## config.mk

```make
export PLATFORM = sky130hd
export DESIGN_NAME = ball_engine
export DESIGN_NICKNAME = d
export VERILOG_FILES = /design/src/rtl/pong_pkg.sv /design/src/rtl/move_tick_gen.sv /design/src/rtl/ball_engine.sv
export SDC_FILE = /design/constraint.sdc
export NUM_CORES = 1
export LEC_CHECK = 0
export ABC_CLOCK_PERIOD_IN_PS = 4000
export BUFFER_PORTS_ARGS = -buffer_cell sky130_fd_sc_hd__clkbuf_2
export CORE_AREA = 5 5 156 121
export CTS_CLUSTER_DIAMETER = 30
export DETAILED_ROUTE_END_ITERATION = 10
export DIE_AREA = 0 0 161 126
export PLACE_DENSITY = 0.53
export SLEW_MARGIN = 40
export SYNTH_ARGS = -nofsm -noshare
export SYNTH_HDL_FRONTEND = slang
export SYNTH_HIERARCHICAL = 1
export SYNTH_SLANG_ARGS = --single-unit
```

## constraint.sdc

```tcl
create_clock -name clk -period 4 [get_ports clk]
set_input_delay 0.2 -clock clk [delete_from_list [all_inputs] [get_ports clk]]
set_output_delay 0.2 -clock clk [all_outputs]
set_load 0.02 [all_outputs]
```

## src/rtl/pong_pkg.sv

```systemverilog
// pong_pkg: playfield geometry, ball FSM states and span-overlap helper shared by paddle and ball logic
package pong_pkg;
    localparam int ACTIVE_ROWS = 480;
    localparam int ACTIVE_COLS = 640;
    localparam int PADDLE_WIDTH = 16;
    localparam int PADDLE_HEIGHT = 64;
    localparam int LEFT_PADDLE_X = PADDLE_WIDTH / 2;
    localparam int RIGHT_PADDLE_X = ACTIVE_COLS - 1 - 3 * PADDLE_WIDTH / 2;
    localparam int XW = $clog2(ACTIVE_COLS);
    localparam int YW = $clog2(ACTIVE_ROWS);
    localparam int CW = XW + 1;
    typedef logic [CW-1:0] coord_t;
    typedef enum logic [1:0] {SERVE, PLAY, SCORED, GAME_OVER} ball_state_t;
    // one extra bit so a+al and b+bl never wrap
    function automatic logic spans_overlap(input coord_t a, input coord_t al, input coord_t b, input coord_t bl);
        return (a + al > b) && (a < b + bl);
    endfunction
endpackage

```

## src/rtl/move_tick_gen.sv

```systemverilog
// move_tick_gen: free-running CLKS_PER_MOVE counter producing a one-clk move tick strobe
module move_tick_gen #(
    parameter int CLKS_PER_MOVE = 250_000
) (
    input  logic clk,
    input  logic rst_n,
    input  logic en,
    output logic tick
);
    localparam int W = $clog2(CLKS_PER_MOVE + 1);
    logic [W-1:0] cnt;
    assign tick = en && cnt == W'(CLKS_PER_MOVE);
    always_ff @(posedge clk or negedge rst_n)
        if (!rst_n) cnt <= '0;
        else if (en) cnt <= tick ? '0 : cnt + W'(1);
endmodule

```

## src/rtl/ball_engine.sv

```systemverilog
// ball_engine: ball motion, wall/paddle bounces, scoring and serve FSM with raster hit output
module ball_engine
    import pong_pkg::*;
#(
    parameter int CLKS_PER_MOVE = 250_000,
    parameter int SIZE = 8,
    parameter int SERVE_DELAY_MOVES = 120,
    parameter int WIN_SCORE = 9
) (
    input  logic          clk,
    input  logic          rst_n,
    input  logic [YW-1:0] row,
    input  logic [XW-1:0] col,
    input  logic [XW-1:0] left_pos,
    input  logic [XW-1:0] right_pos,
    output logic          ball_present,
    output logic [XW-1:0] ball_x,
    output logic [YW-1:0] ball_y,
    output logic [3:0]    score_left,
    output logic [3:0]    score_right,
    output logic          point_pulse
);
    localparam logic [XW-1:0] CX = XW'(ACTIVE_COLS / 2 - SIZE / 2);
    localparam logic [YW-1:0] CY = YW'(ACTIVE_ROWS / 2 - SIZE / 2);
    localparam coord_t SZ = coord_t'(SIZE);
    localparam coord_t PH = coord_t'(PADDLE_HEIGHT);
    localparam int SW = $clog2(SERVE_DELAY_MOVES + 1);
    localparam logic [SW-1:0] SERVE_LAST = SW'(SERVE_DELAY_MOVES - 1);
    ball_state_t state;
    logic tick, dx_neg, dy_neg, dy_toggle, y_top, y_bot, hit_l, hit_r, out_l, out_r, move_left;
    logic [SW-1:0] serve_cnt;
    logic [3:0] next_score;
    coord_t xe, ye;
    move_tick_gen #(.CLKS_PER_MOVE(CLKS_PER_MOVE)) u_tick (
        .clk  (clk),
        .rst_n(rst_n),
        .en   (state != GAME_OVER),
        .tick (tick)
    );
    always_comb begin
        xe = coord_t'(ball_x);
        ye = coord_t'(ball_y);
        y_top = dy_neg && ball_y == '0;
        y_bot = !dy_neg && ye == coord_t'(ACTIVE_ROWS - SIZE);
        hit_l = dx_neg && xe == coord_t'(LEFT_PADDLE_X + PADDLE_WIDTH)
                && spans_overlap(ye, SZ, coord_t'(left_pos), PH);
        hit_r = !dx_neg && xe + SZ == coord_t'(RIGHT_PADDLE_X)
                && spans_overlap(ye, SZ, coord_t'(right_pos), PH);
        out_l = dx_neg && ball_x == '0;
        out_r = !dx_neg && xe == coord_t'(ACTIVE_COLS - SIZE);
        move_left = (dx_neg && !hit_l) || hit_r;
        next_score = (dx_neg ? score_right : score_left) + 4'd1;
        ball_present = state != GAME_OVER && spans_overlap(coord_t'(row), coord_t'(1), ye, SZ)
                       && spans_overlap(coord_t'(col), coord_t'(1), xe, SZ);
    end
    always_ff @(posedge clk or negedge rst_n)
        if (!rst_n) begin
            state <= SERVE;
            ball_x <= CX;
            ball_y <= CY;
            dx_neg <= 1'b0;
            dy_neg <= 1'b0;
            dy_toggle <= 1'b0;
            score_left <= '0;
            score_right <= '0;
            point_pulse <= 1'b0;
            serve_cnt <= '0;
        end else begin
            point_pulse <= 1'b0;
            unique case (state)
                SERVE: if (tick) begin
                    serve_cnt <= serve_cnt == SERVE_LAST ? '0 : serve_cnt + SW'(1);
                    if (serve_cnt == SERVE_LAST) state <= PLAY;
                end
                PLAY: if (tick) begin
                    ball_y <= y_top ? YW'(1) : (y_bot || dy_neg) ? ball_y - YW'(1) : ball_y + YW'(1);
                    dy_neg <= (dy_neg && !y_top) || y_bot;
                    dx_neg <= hit_l ? 1'b0 : hit_r ? 1'b1 : dx_neg;
                    if (out_l || out_r) state <= SCORED;
                    else ball_x <= move_left ? ball_x - XW'(1) : ball_x + XW'(1);
                end
                // dx already points at the loser, so it is kept for the serve
                SCORED: begin
                    if (dx_neg) score_right <= next_score;
                    else score_left <= next_score;
                    point_pulse <= 1'b1;
                    ball_x <= CX;
                    ball_y <= CY;
                    dy_toggle <= !dy_toggle;
                    dy_neg <= !dy_toggle;
                    serve_cnt <= '0;
                    state <= next_score == 4'(WIN_SCORE) ? GAME_OVER : SERVE;
                end
                default: ;
            endcase
        end
endmodule

```

After elaboration in Yosys (flattened, before gate mapping)
Cells that the tools add are included.
{"block": "op_classes", "addsub": 13, "magnitude_cmp": 8, "eq_ne": 15, "muxes": 24, "bitwise_logic": 1, "n_reduce_logical": 40}
{"operator": "11-bit by 10-bit greater-than comparator with 1-bit output", "count": 3}
{"operator": "10-bit 2-to-1 mux", "count": 3}
{"operator": "9-bit 2-to-1 mux", "count": 3}
{"operator": "10-bit by 7-bit adder with 11-bit output (second input constant)", "count": 2}
{"operator": "9-bit by 11-bit less-than comparator with 1-bit output", "count": 2}
{"operator": "10-bit case mux with 2 select lines", "count": 1}
{"operator": "18-bit by 1-bit adder with 18-bit output (second input constant)", "count": 1}
{"operator": "18-bit equality test (second input constant)", "count": 1}
{"operator": "18-bit 2-to-1 mux", "count": 1}
{"operator": "9-bit case mux with 2 select lines", "count": 1}
{"operator": "1-bit logical AND", "count": 17}
{"operator": "7-bit 2-to-1 mux", "count": 2}
{"operator": "7-bit case mux with 2 select lines", "count": 1}
{"operator": "10-bit by 1-bit adder with 11-bit output (second input constant)", "count": 1}
{"operator": "10-bit by 4-bit adder with 11-bit output (second input constant)", "count": 1}
{"operator": "11-bit by 10-bit equality test with 1-bit output (second input constant)", "count": 1}
{"operator": "10-bit by 11-bit less-than comparator with 1-bit output", "count": 1}
{"operator": "10-bit by 1-bit adder with 10-bit output (second input constant)", "count": 1}
{"operator": "9-bit by 1-bit adder with 10-bit output (second input constant)", "count": 1}
{"operator": "9-bit by 4-bit adder with 10-bit output (second input constant)", "count": 1}
{"operator": "10-bit equality test (second input constant)", "count": 1}
{"operator": "10-bit by 5-bit equality test with 1-bit output (second input constant)", "count": 1}
{"operator": "10-bit by 9-bit greater-than comparator with 1-bit output", "count": 1}
{"operator": "10-bit zero test", "count": 1}
{"operator": "other kinds (28)", "count": 52}
{"block": "word_totals", "regBits": 58, "out_inout_bits": 29, "word_cells": 112}

Longest topological paths before layout
Gate-level depths: netlist of the first run.
{"block": "depth", "word_depth": 11, "ltp_mapped": 18}

Modules after synthesis
Netlist of the first run, hierarchy kept.
{"module": "ball_engine", "n_inst": 1, "cells_each": 570, "area_per_inst_um2": 4883.4}
{"module": "move_tick_gen", "n_inst": 1, "cells_each": 93, "area_per_inst_um2": 1007.2}

Worst setup path before layout of the first run
No wires, ideal clock.
{"block": "synth_timing", "kind": "register to register", "from": "reg ball_y[5]", "to": "reg ball_x[8]", "setup_time_ps": 82, "arrival_time_ps": 3915, "setup_slack_ps": 3, "path_stages_with_launch": 19, "n_path_buf": 0, "period_less_slack_ps": 3997, "path_cell_list": "dfstp_2 -> inv_1 -> nor3_1 -> nand3_1 -> xnor2_1 -> ha_1 -> a21o_1 -> a211oi_1 -> o221a_2 -> o41ai_2 -> nand2_2 -> fa_1 -> a21o_1 -> a21oi_1 -> o21bai_1 -> a21oi_1 -> o21ai_0 -> xnor2_1 -> a22oi_1"}
{"block": "synth_between", "elab_chain_cells": 11}
{"item": "from (decl)", "line": "ball_engine.sv:18", "source": "output logic [YW-1:0] ball_y,"}
{"item": "from (signal assigned)", "line": "ball_engine.sv:76", "source": "ball_y <= y_top ? YW'(1) : (y_bot || dy_neg) ? ball_y - YW'(1) : ball_y + YW'(1);"}
{"item": "9-bit by 4-bit adder with 10-bit output", "line": "pong_pkg.sv:16", "source": "return (a + al > b) && (a < b + bl);"}
{"item": "11-bit by 10-bit greater-than comparator with 1-bit output", "line": "pong_pkg.sv:16"}
{"item": "1-bit logical AND", "line": "pong_pkg.sv:16"}
{"item": "1-bit logical AND", "line": "ball_engine.sv:46", "source": "&& spans_overlap(ye, SZ, coord_t'(left_pos), PH);"}
{"item": "1-bit zero test", "line": "ball_engine.sv:51", "source": "move_left = (dx_neg && !hit_l) || hit_r;"}
{"item": "1-bit logical AND", "line": "ball_engine.sv:51"}
{"item": "1-bit logical OR (*)", "line": "ball_engine.sv:51"}
{"item": "10-bit 2-to-1 mux (*)", "line": "ball_engine.sv:80", "source": "else ball_x <= move_left ? ball_x - XW'(1) : ball_x + XW'(1);"}
{"item": "10-bit 2-to-1 mux (*)", "line": "ball_engine.sv:79", "source": "if (out_l || out_r) state <= SCORED;"}
{"item": "10-bit 2-to-1 mux (*)", "line": "ball_engine.sv:75", "source": "PLAY: if (tick) begin"}
{"item": "10-bit case mux with 2 select lines (*)", "line": "ball_engine.sv:70", "source": "unique case (state)"}
{"item": "to (signal assigned)", "line": "ball_engine.sv:80"}
{"item": "to (decl)", "line": "ball_engine.sv:17", "source": "output logic [XW-1:0] ball_x,"}
Mark *: on every way between the ends. The rest lies on a longest branch, timed or not. The select of a mux whose other input is x is not followed.
A chain may end at the register's enable or synchronous reset.

Final worst setup path of the first run
{"block": "layout_timing", "from": "reg ball_y[7]", "to": "reg ball_x[6]"}
The elaborated chain is that of the path after synthesis.

==> results of run 1 <==
[worst max-delay path, stage by stage (launching register included)]
cell	delay (ns)
dfstp_2	0.54
buf_6	0.16
and3_1	0.18
nand3_1	0.14
inv_2	0.13
ha_1	0.26
nand4_1	0.10
or3_1	0.10
o211ai_1	0.15
o41ai_4	0.45
nand2_4	0.18
fa_2	0.41
a21o_1	0.18
a21oi_2	0.15
o21bai_1	0.10
a21oi_2	0.16
buf_4	0.14
xnor2_2	0.06
a22o_1	0.18
[worst max-delay path by stage]
stage | startpoint | endpoint | slack, ns | cells after the start
after detailed placement | ball_y[3] | ball_x[8] | -0.14 | 17
after global routing | ball_y[7] | ball_x[6] | -0.08 | 18
final | ball_y[7] | ball_x[6] | 0.09 | 18
after global placement | ball_y[3] | ball_x[6] | 0.09 | 17
after floorplan | ball_y[5] | ball_x[8] | 0.003 | 18
after CTS | ball_y[5] | ball_x[8] | 0.004 | 18
[power by group]
group / total, mW / switching (mW) / internal, mW
Combinational: 0.159 / 0.0907 / 0.0679
Clock: 0.714 / 0.266 / 0.448
Sequential: 0.588 / 0.0000227 / 0.588
Total: 1.46 / 0.357 / 1.10
[metrics by stage]
step                      area [sq um]  power, mW
after floorplan                   5890      0.682
after global placement            6630      0.748
after detailed placement          6630      0.755
after CTS                         6980       1.48
after global routing              7150       1.53
final                             7150       1.46
[placed cells by master, fill, tap and decap left out, types with 6 or more instances in the layout]
| master | n |
|---|---|
| ha_1 | 95 |
| o211ai_1 | 8 |
| nor4_1 | 9 |
| buf_4 | 31 |
| xnor2_1 | 39 |
| a21o_1 | 12 |
| nor2_1 | 39 |
| a211oi_1 | 6 |
| nand3_1 | 36 |
| dfstp_2 | 10 |
| inv_1 | 60 |
| nand4_1 | 13 |
| dfrtp_1 | 48 |
| and3_1 | 7 |
| clkbuf_16 | 9 |
| nor3_1 | 10 |
| o21ai_0 | 20 |
| xor2_1 | 18 |
| clkbuf_2 | 68 |
| nor2b_1 | 8 |
| a21oi_1 | 37 |
| mux2i_1 | 10 |
| nand2_1 | 40 |
| nand2b_1 | 9 |
| o21a_1 | 8 |
[layer usage]
metal	global-route usage (%)	share of wire [%]
met3	3.40	5.2
met1	23.4	49
met2	26.5	44
met4	3.51	1.1
met5	0	0
[cell families after synthesis]
| kind of cell | count (synthesis) | synth area share, % |
|---|---|---|
| adder cells (fa/ha/maj) | 103 | 22.1 |
| buffers and inverters | 73 | 5.12 |
| flip-flops | 58 | 24.9 |
| multiplexers | 15 | 2.66 |
| XOR/XNOR | 62 | 9.22 |
| AND/OR/NAND/NOR | 213 | 20.5 |
| AO/OA/AOI/OAI | 139 | 15.6 |
[state kept, by name, indices dropped and copies added (netlist names)]
register	cells
dy_toggle	1
score_right	4
ball_x	10
dy_neg	1
dx_neg	1
point_pulse	1
ball_y	9
state	2
serve_cnt	7
score_left	4
u_tick/cnt	18
[final cells by class]
type / instances / area [sq um]
Tap cell: 220 / 275
Sequential cell: 58 / 1460
Multi-Input combinational cell: 532 / 4280
Clock buffer: 13 / 260
Clock inverter: 2 / 12.5
Inverter: 64 / 240
Fill cell: 1737 / 10100
Timing Repair Buffer: 103 / 613
[timing repair]
item | in CTS | in global routing
pin swaps | 1 | 18
gates cloned | 0 | 0
gates resized for setup | 9 | 22
endpoints found under the hold margin | 29 | 0
endpoints found under the setup margin | 3 | 3
hold buffers | 1 | 0
setup buffers | 2 | 7
==> flow_summary.ini, run 1 <==
[synth]
synth-seq-cells = 58
syn_avg_cell_area_sq_um = 8.88
synth_area_sq_um = 5890
synthCells = 663
synth_flop_cell = dfrtp_1
yosys.area.top_type = ha_1
seq_area_frac_synth_pct = 24.9
synth_cell_type_count = 71
synth_fp_nets = 807
synth-async-reset-ratio_pct = 100
yosysMostFrequentCell = ha_1
synth_common_cells = ha_1 (101), inv_1 (63), dfrtp_1 (48)
synthTopCellsByArea = ha_1 (21%), dfrtp_1 (20%), xnor2_1 (6.4%)
synth_top_area_share_pct = 21.5
yosys_warnings = 6
synth_edf_count = 0

[global_routing]
grt-ovfl-total = 0
grt_pass1_wl_um = 27700
grt_max_degree = 36
grtUsageTotal_pct = 16.6
antenna_found_initial = 0
grt_pass1_vias = 5323

[run]
drv_cap = 0

[timing]
min_period_over_period_pct = 97.7
fin_setup_tns_ns = 0
hold_ws_ns = 0.408
fmax_mhz = 256
hold_violations = 0
slew_viol_final = 0
tightest_slew_ns = 0.614
slew_headroom_pct = 57.9
min_period_ns = 3.91
setup_ws_ns = 0.0902
finalSetupViolCount = 0
finClkSkew_ns = 0.00934
rsz0062_at_grt = yes

[drt]
wl_um = 16800
vias = 5237
drtIter0Drc = 282
ant_nets = 0
detail_route.vias_per_cell = 5.28
first_pass_iters = 4
drc = 0
wire_per_inst_um = 17.0

[finish]
fin_util_pct = 41.5
instances_no_fill = 992
area_growth_pct = 21.3
nets = 912
antenna_cells = 0
drive_gt1_share_pct = 23.1

[clock_tree]
clk_pin_slew_worst_paths_ns = 0.05
cts_tree = yes
cts_buffers = 9
clockBufferDepth = 2
cts_max_level = 3
cts_root_buf = clkbuf_16
clk_latency_ns = 0.33
cts_sinks = 58

[run_status]
outcome = completed

[floorplanning]
core_sq_um = 17200
fp.dieW_um = 161
start_util_pct = 34.2
num_io_pins = 70
fp.dieH_um = 126
row_count = 42
dieArea_sq_um = 20300

[worst_setup_path]
crit_type = reg -> reg
required_ns = 4.21
worstReg2RegStart = ball_y[7]
rr_endpoint = ball_x[6]
r2r_setup_slack_ns = 0.09
crit_arrival_ns = 4.12
start_kind = flop
rr_worst_depth = 18
path_max_fanout = 8
end_kind = flop

[place]
place_hpwl_um = 13500
portBuffers = 69
dp_slack_ns = -0.140
dp.cells = 967
place_congestion = 0.871

[pwr]
peakVddDrop_mv = 0.184
p_leak_nw = 3.43
power_density_nw_per_um2 = 204

[min_path]
hp-class = in -> async
Note: power is estimated with default switching activity, not from simulation.
==> run 2: changes to the inputs <==
CORE_AREA = 5 5 148 115   (was 5 5 156 121)
DIE_AREA = 0 0 153 120   (was 0 0 161 126)
PLACE_DENSITY = 0.58   (was 0.53)
==> run 2 against run 1 <==
Effect of this change: sequential share of layout area is essentially flat; core utilization grew 4.5 points; hold slack lost 0.096 ns; clock power grew 9.9%; global-route usage grew 1.2 points; flip-flop and latch count is the same; power grew 4.8%; critical endpoint is now ball_x[9]; highest routed layer unchanged.
==> flow_summary.ini, run 2 (synthesis results as in run 1) <==
[run_status]
outcome = completed

[finish]
largest_register_ff_count = 18
multi_input_area_sq_um = 4290
area_growth_pct = 21.2
instances_no_fill = 979
top_regs = u_tick/cnt: 18 flops, ball_x: 10 flops, ball_y: 9 flops
num-fill-cells = 1502
antenna_cells = 0
nets = 908
design_area_sq_um = 7140
drive_gt1_share_pct = 22.5
final_common_cell = ha_1
fin_util_pct = 46.0
regArea_sq_um = 1460
top_register = u_tick/cnt
layout_common_cells = ha_1 (94), clkbuf_2 (69), inv_1 (61)

[worst_setup_path]
worstReg2RegStart = ball_y[7]
cpPeakStageDelay_ns = 0.54
slowest_stage = dfstp_2
crit_family = compound AO/OA/AOI/OAI gates
crit_buf_inv = 1
required_ns = 4.20
crit_type = reg -> reg
crit_arrival_ns = 4.06
start_kind = flop
startpoint = ball_y[7]
end_kind = flop
path_max_fanout = 6
crit_chain = inv_2 -> nor3_2 -> nand3_1 -> xnor2_2 -> ha_4 -> nand4_1 -> or3_1 -> o211ai_1 -> o41ai_4 -> nand2_4 -> ha_4 -> o21ai_0 -> o211ai_1 -> nand2_1 -> o21ai_2 -> nand3_1 -> nand4b_1 -> o211ai_2

[clock_tree]
cts_max_level = 3
cts_sinks = 58
cts_root_buf = clkbuf_16
clk_pin_slew_worst_paths_ns = 0.05
clk_latency_ns = 0.33
cts_buffers = 9
cts_tree = yes
clockBufferDepth = 2

[timing]
min_period_over_period_pct = 96.4
finClkSkew_ns = 0.00679
slew_viol_final = 0
min_period_ns = 3.86
tightest_slew_ns = 0.633
hold_violations = 0
finalSetupViolCount = 0
fmax_mhz = 259
slew_headroom_pct = 56.6
setup_ws_ns = 0.142

[global_routing]
busiest_layer = met2
antenna_found_initial = 0
use_met3_pct = 3.79
grt_max_degree = 47
use_met1_pct = 23.9
grtUsageTotal_pct = 17.8
grt_pass1_wl_um = 27200
grt_pass1_vias = 5477
grt-ovfl-total = 0
met2_usage_pct = 29.7

[min_path]
hp-class = in -> async

[floorplanning]
dieArea_sq_um = 18400
num_io_pins = 70
fp.dieW_um = 153
row_count = 40
start_util_pct = 38.0
fp.dieH_um = 120
core_sq_um = 15500

[place]
dp.cells = 956
portBuffers = 69
dp_slack_ns = -0.0364
place_hpwl_um = 12900
place_congestion = 0.880
placed_cell_area_sq_um = 6610

[pwr]
p_leak_nw = 3.41
peakVddDrop_mv = 0.182
power_mw = 1.53
power.switching_mw = 0.360
clkPwrFrac_pct = 51.3
internal_power_mw = 1.17
power_density_nw_per_um2 = 215
power_frac_seq_pct = 38.4
p_comb_share_pct = 10.3
swShare_pct = 23.5

[drt]
vias = 5310
drtIter0Drc = 267
wire_per_inst_um = 16.7
ant_nets = 0
detail_route.vias_per_cell = 5.42
wl_um = 16300
drc = 0
first_pass_iters = 5

[run]
drv_cap = 0
run 2: changes by cell type in the layout (fill, tap and decap cells not counted), sizes merged:
cell / change
buf: -4
bufinv: +1
clkbuf: +1
clkinvlp: -1
run 2: area by class of cell:
cell class                 count  area share, %
multi-input combinational    532           60.1
sequential                    58           20.5
timing repair buffer          99           8.19
clock buffer                  14           3.70
tap                          210           3.68
inverter                      64           3.37
clock inverter                 2          0.491
run 2: path summary, 6_finish.rpt:
check	endpoint	slack (ns)	cells after the start
worst max-delay path	ball_x[9]	0.14	18
max in group asynchronous	ball_y[6]	2.79	3
worst min register to register	dy_toggle	0.47	1
worst min-delay path	ball_x[0]	0.31	2
min in group clk	dy_toggle	0.47	1
worst max register to register	ball_x[9]	0.14	18
run 2: power by group through the flow:
| stage | Clock [mW] | Combinational (mW) | Sequential, mW |
|---|---|---|---|
| 2_1_floorplan | 0 | 0.0840 | 0.598 |
| 3_3_place_gp | 0 | 0.149 | 0.598 |
| 3_5_place_dp | 0 | 0.155 | 0.598 |
| 4_1_cts | 0.803 | 0.157 | 0.588 |
| 5_1_grt | 0.824 | 0.181 | 0.588 |
| 6_report | 0.785 | 0.158 | 0.588 |
run 2: layer usage:
metal / vias to the layer above / wire (um) / part of all wire (%)
met3: 13 / 760 / 4.6
met1: 2568 / 7890 / 48
met4: 0 / 180 / 1.1
met5: - / 0 / 0
li1: 2604 / - / -
met2: 125 / 7510 / 46
run 2: metrics by stage:
stage,setup TNS (ns),hold WS [ns]
2_1_floorplan,0,-0.0956
3_3_place_gp,0,0.129
3_5_place_dp,-0.0364,0.126
4_1_cts,0,0.307
5_1_grt,-0.0664,0.349
6_report,0,0.312
run 2: what timing repair did:
item / 4_1_cts / 5_1_grt
setup buffers: 1 / 5
pin swaps: 1 / 20
setup endpoints to repair: 3 / 5
gates cloned: 0 / 0
endpoints found under the hold margin: 7 / 0
gates resized for setup: 3 / 28
hold buffers: 1 / 0
==> run 3: changes to the inputs <==
ABC_CLOCK_PERIOD_IN_PS = 4360   (was 4000)
PLACE_DENSITY = 0.56   (was 0.58)
clock period = 4.36 ns   (was 4 ns; I/O delays follow)
==> run 3 against run 2 <==
Effect of this change: the flow now finishes with violations (hold timing); cell area decreased by 2.9%; power decreased by 5.7%; global-route usage decreased by 0.62 points; clock-buffer cell count decreased by 3; clock power decreased by 2.9%; via count decreased by 2.3%; cell count decreased by 1.2%; critical path type unchanged.
==> flow_summary.ini, run 3 (synthesis results as in run 1) <==
[place]
place_hpwl_um = 12600
dp.cells = 947
place_congestion = 0.874
portBuffers = 69

[drt]
wire_per_inst_um = 16.4
first_pass_iters = 4
drc = 0
drtIter0Drc = 185
vias = 5190
ant_nets = 0
detail_route.vias_per_cell = 5.37
wl_um = 15800

[worst_setup_path]
crit_arrival_ns = 4.30
start_kind = flop
crit_type = reg -> reg
required_ns = 4.56
end_kind = flop
path_max_fanout = 10

[clock_tree]
cts_tree = yes
cts_max_level = 3
cts_hold_buf = 0
cts_sinks = 58
cts_root_buf = clkbuf_16
clk_latency_ns = 0.33
cts_buffers = 9
clk_pin_slew_worst_paths_ns = 0.05
clockBufferDepth = 2

[timing]
fmax_mhz = 244
hold_violations = 48
min_period_ns = 4.10
hold_ws_ns = -0.0425
slew_viol_final = 0
finClkSkew_ns = 0.00636
min_period_over_period_pct = 94.1
slew_headroom_pct = 49.2
tightest_slew_ns = 0.759
finalSetupViolCount = 0

[run_status]
outcome = complete, but fails checks
violations = hold timing

[global_routing]
grt_pass1_wl_um = 26200
grt-ovfl-total = 0
grt_pass1_vias = 5177
grt_max_degree = 59
antenna_found_initial = 0
grtUsageTotal_pct = 17.2

[floorplanning]
row_count = 40
fp.dieW_um = 153
core_sq_um = 15500
start_util_pct = 38.0
num_io_pins = 70
fp.dieH_um = 120
dieArea_sq_um = 18400

[finish]
drive_gt1_share_pct = 19.2
nets = 896
final_common_cell = ha_1
antenna_cells = 0
top_regs = u_tick/cnt: 18 flops, ball_x: 10 flops, ball_y: 9 flops
top_register = u_tick/cnt
instances_no_fill = 967
area_growth_pct = 17.6
layout_common_cells = ha_1 (101), clkbuf_2 (69), inv_1 (63)
largest_register_ff_count = 18

[pwr]
power_mw = 1.44
p_leak_nw = 3.35
power_density_nw_per_um2 = 208
peakVddDrop_mv = 0.167

[min_path]
hp-class = in -> async

[run]
drv_cap = 0
[run 3: changes by cell type in the layout (fill, tap and decap cells not counted), moves of 2 or more]
| cell | previous run | this run |
|---|---|---|
| ha_4 | 6 | 0 |
| buf_6 | 3 | 1 |
| clkbuf_1 | 3 | 1 |
| ha_1 | 94 | 101 |
| buf_4 | 26 | 17 |
| xnor2_2 | 3 | 1 |
| inv_2 | 3 | 1 |
| o21ai_0 | 20 | 22 |
| xnor2_1 | 40 | 42 |
| a21oi_1 | 36 | 39 |
| inv_1 | 61 | 63 |
| a21oi_2 | 3 | 0 |
| o21ai_1 | 5 | 3 |
[run 3: area by class of cell]
cell class / instances / area (sq um)
Clock buffer: 11 / 243
Clock inverter: 5 / 77.6
Tap cell: 210 / 263
Sequential cell: 58 / 1460
Multi-Input combinational cell: 532 / 4160
Inverter: 64 / 240
Fill cell: 1533 / 8590
Timing Repair Buffer: 87 / 484
[run 3: worst paths after layout]
check / start / end / slack (ns) / cells after the start
max: ball_y[6] / ball_x[9] / 0.26 / 19
min: rst_n / score_right[0] / -0.04 / 2
max reg2reg: ball_y[6] / ball_x[9] / 0.26 / 19
min reg2reg: dy_toggle / dy_toggle / 0.47 / 1
max in group asynchronous: rst_n / ball_y[3] / 4.01 / 2
min in group clk: dy_toggle / dy_toggle / 0.47 / 1
[run 3: routing by layer]
layer / GRT usage [%] / up-vias / share of wire (%)
met3: 2.38 / 16 / 4.8
met1: 25.1 / 2453 / 51
met5: 0 / - / 0
li1: - / 2595 / -
met2: 26.8 / 126 / 43
met4: 4.23 / 0 / 1.5
[run 3: power by group]
group | switching [mW] | internal (mW)
Combinational | 0.0813 | 0.0611
Sequential | 0.0000260 | 0.539
Clock | 0.249 | 0.513
[run 3: critical path, cell delays in order, from the launching register on]
cell      delay, ns
dfstp_2        0.54
inv_1          0.07
nor3_1         0.19
nand3_1        0.15
xnor2_2        0.17
buf_4          0.14
ha_1           0.29
nand2_1        0.08
o21bai_1       0.15
o31ai_1        0.09
a2111o_1       0.52
nand2_4        0.19
ha_1           0.25
o21ai_0        0.17
o211ai_1       0.26
nand2_1        0.15
o21ai_2        0.22
nand3_1        0.10
nand4b_1       0.14
o211ai_2       0.09
[run 3: metrics by stage]
step	hold WS [ns]	instance area (sq um)	worst slack, ns	utilization [%]	setup TNS, ns
global placement	0.424	6540	0.197	42.2	0
detailed placement	0.433	6540	0.121	42.2	0
floorplan	-0.0776	5890	0.363	-	0
finish	-0.0425	6930	0.259	44.7	0
global route	0.0210	6930	-0.0142	44.7	-0.0275
CTS	0.0772	6860	0.000473	44.2	0
[run 3: repair_timing]
action,in CTS,in global routing
setup endpoints to repair,1,4
cloned,0,0
resized for setup,1,5
pin swaps,0,1
setup buffers,0,4
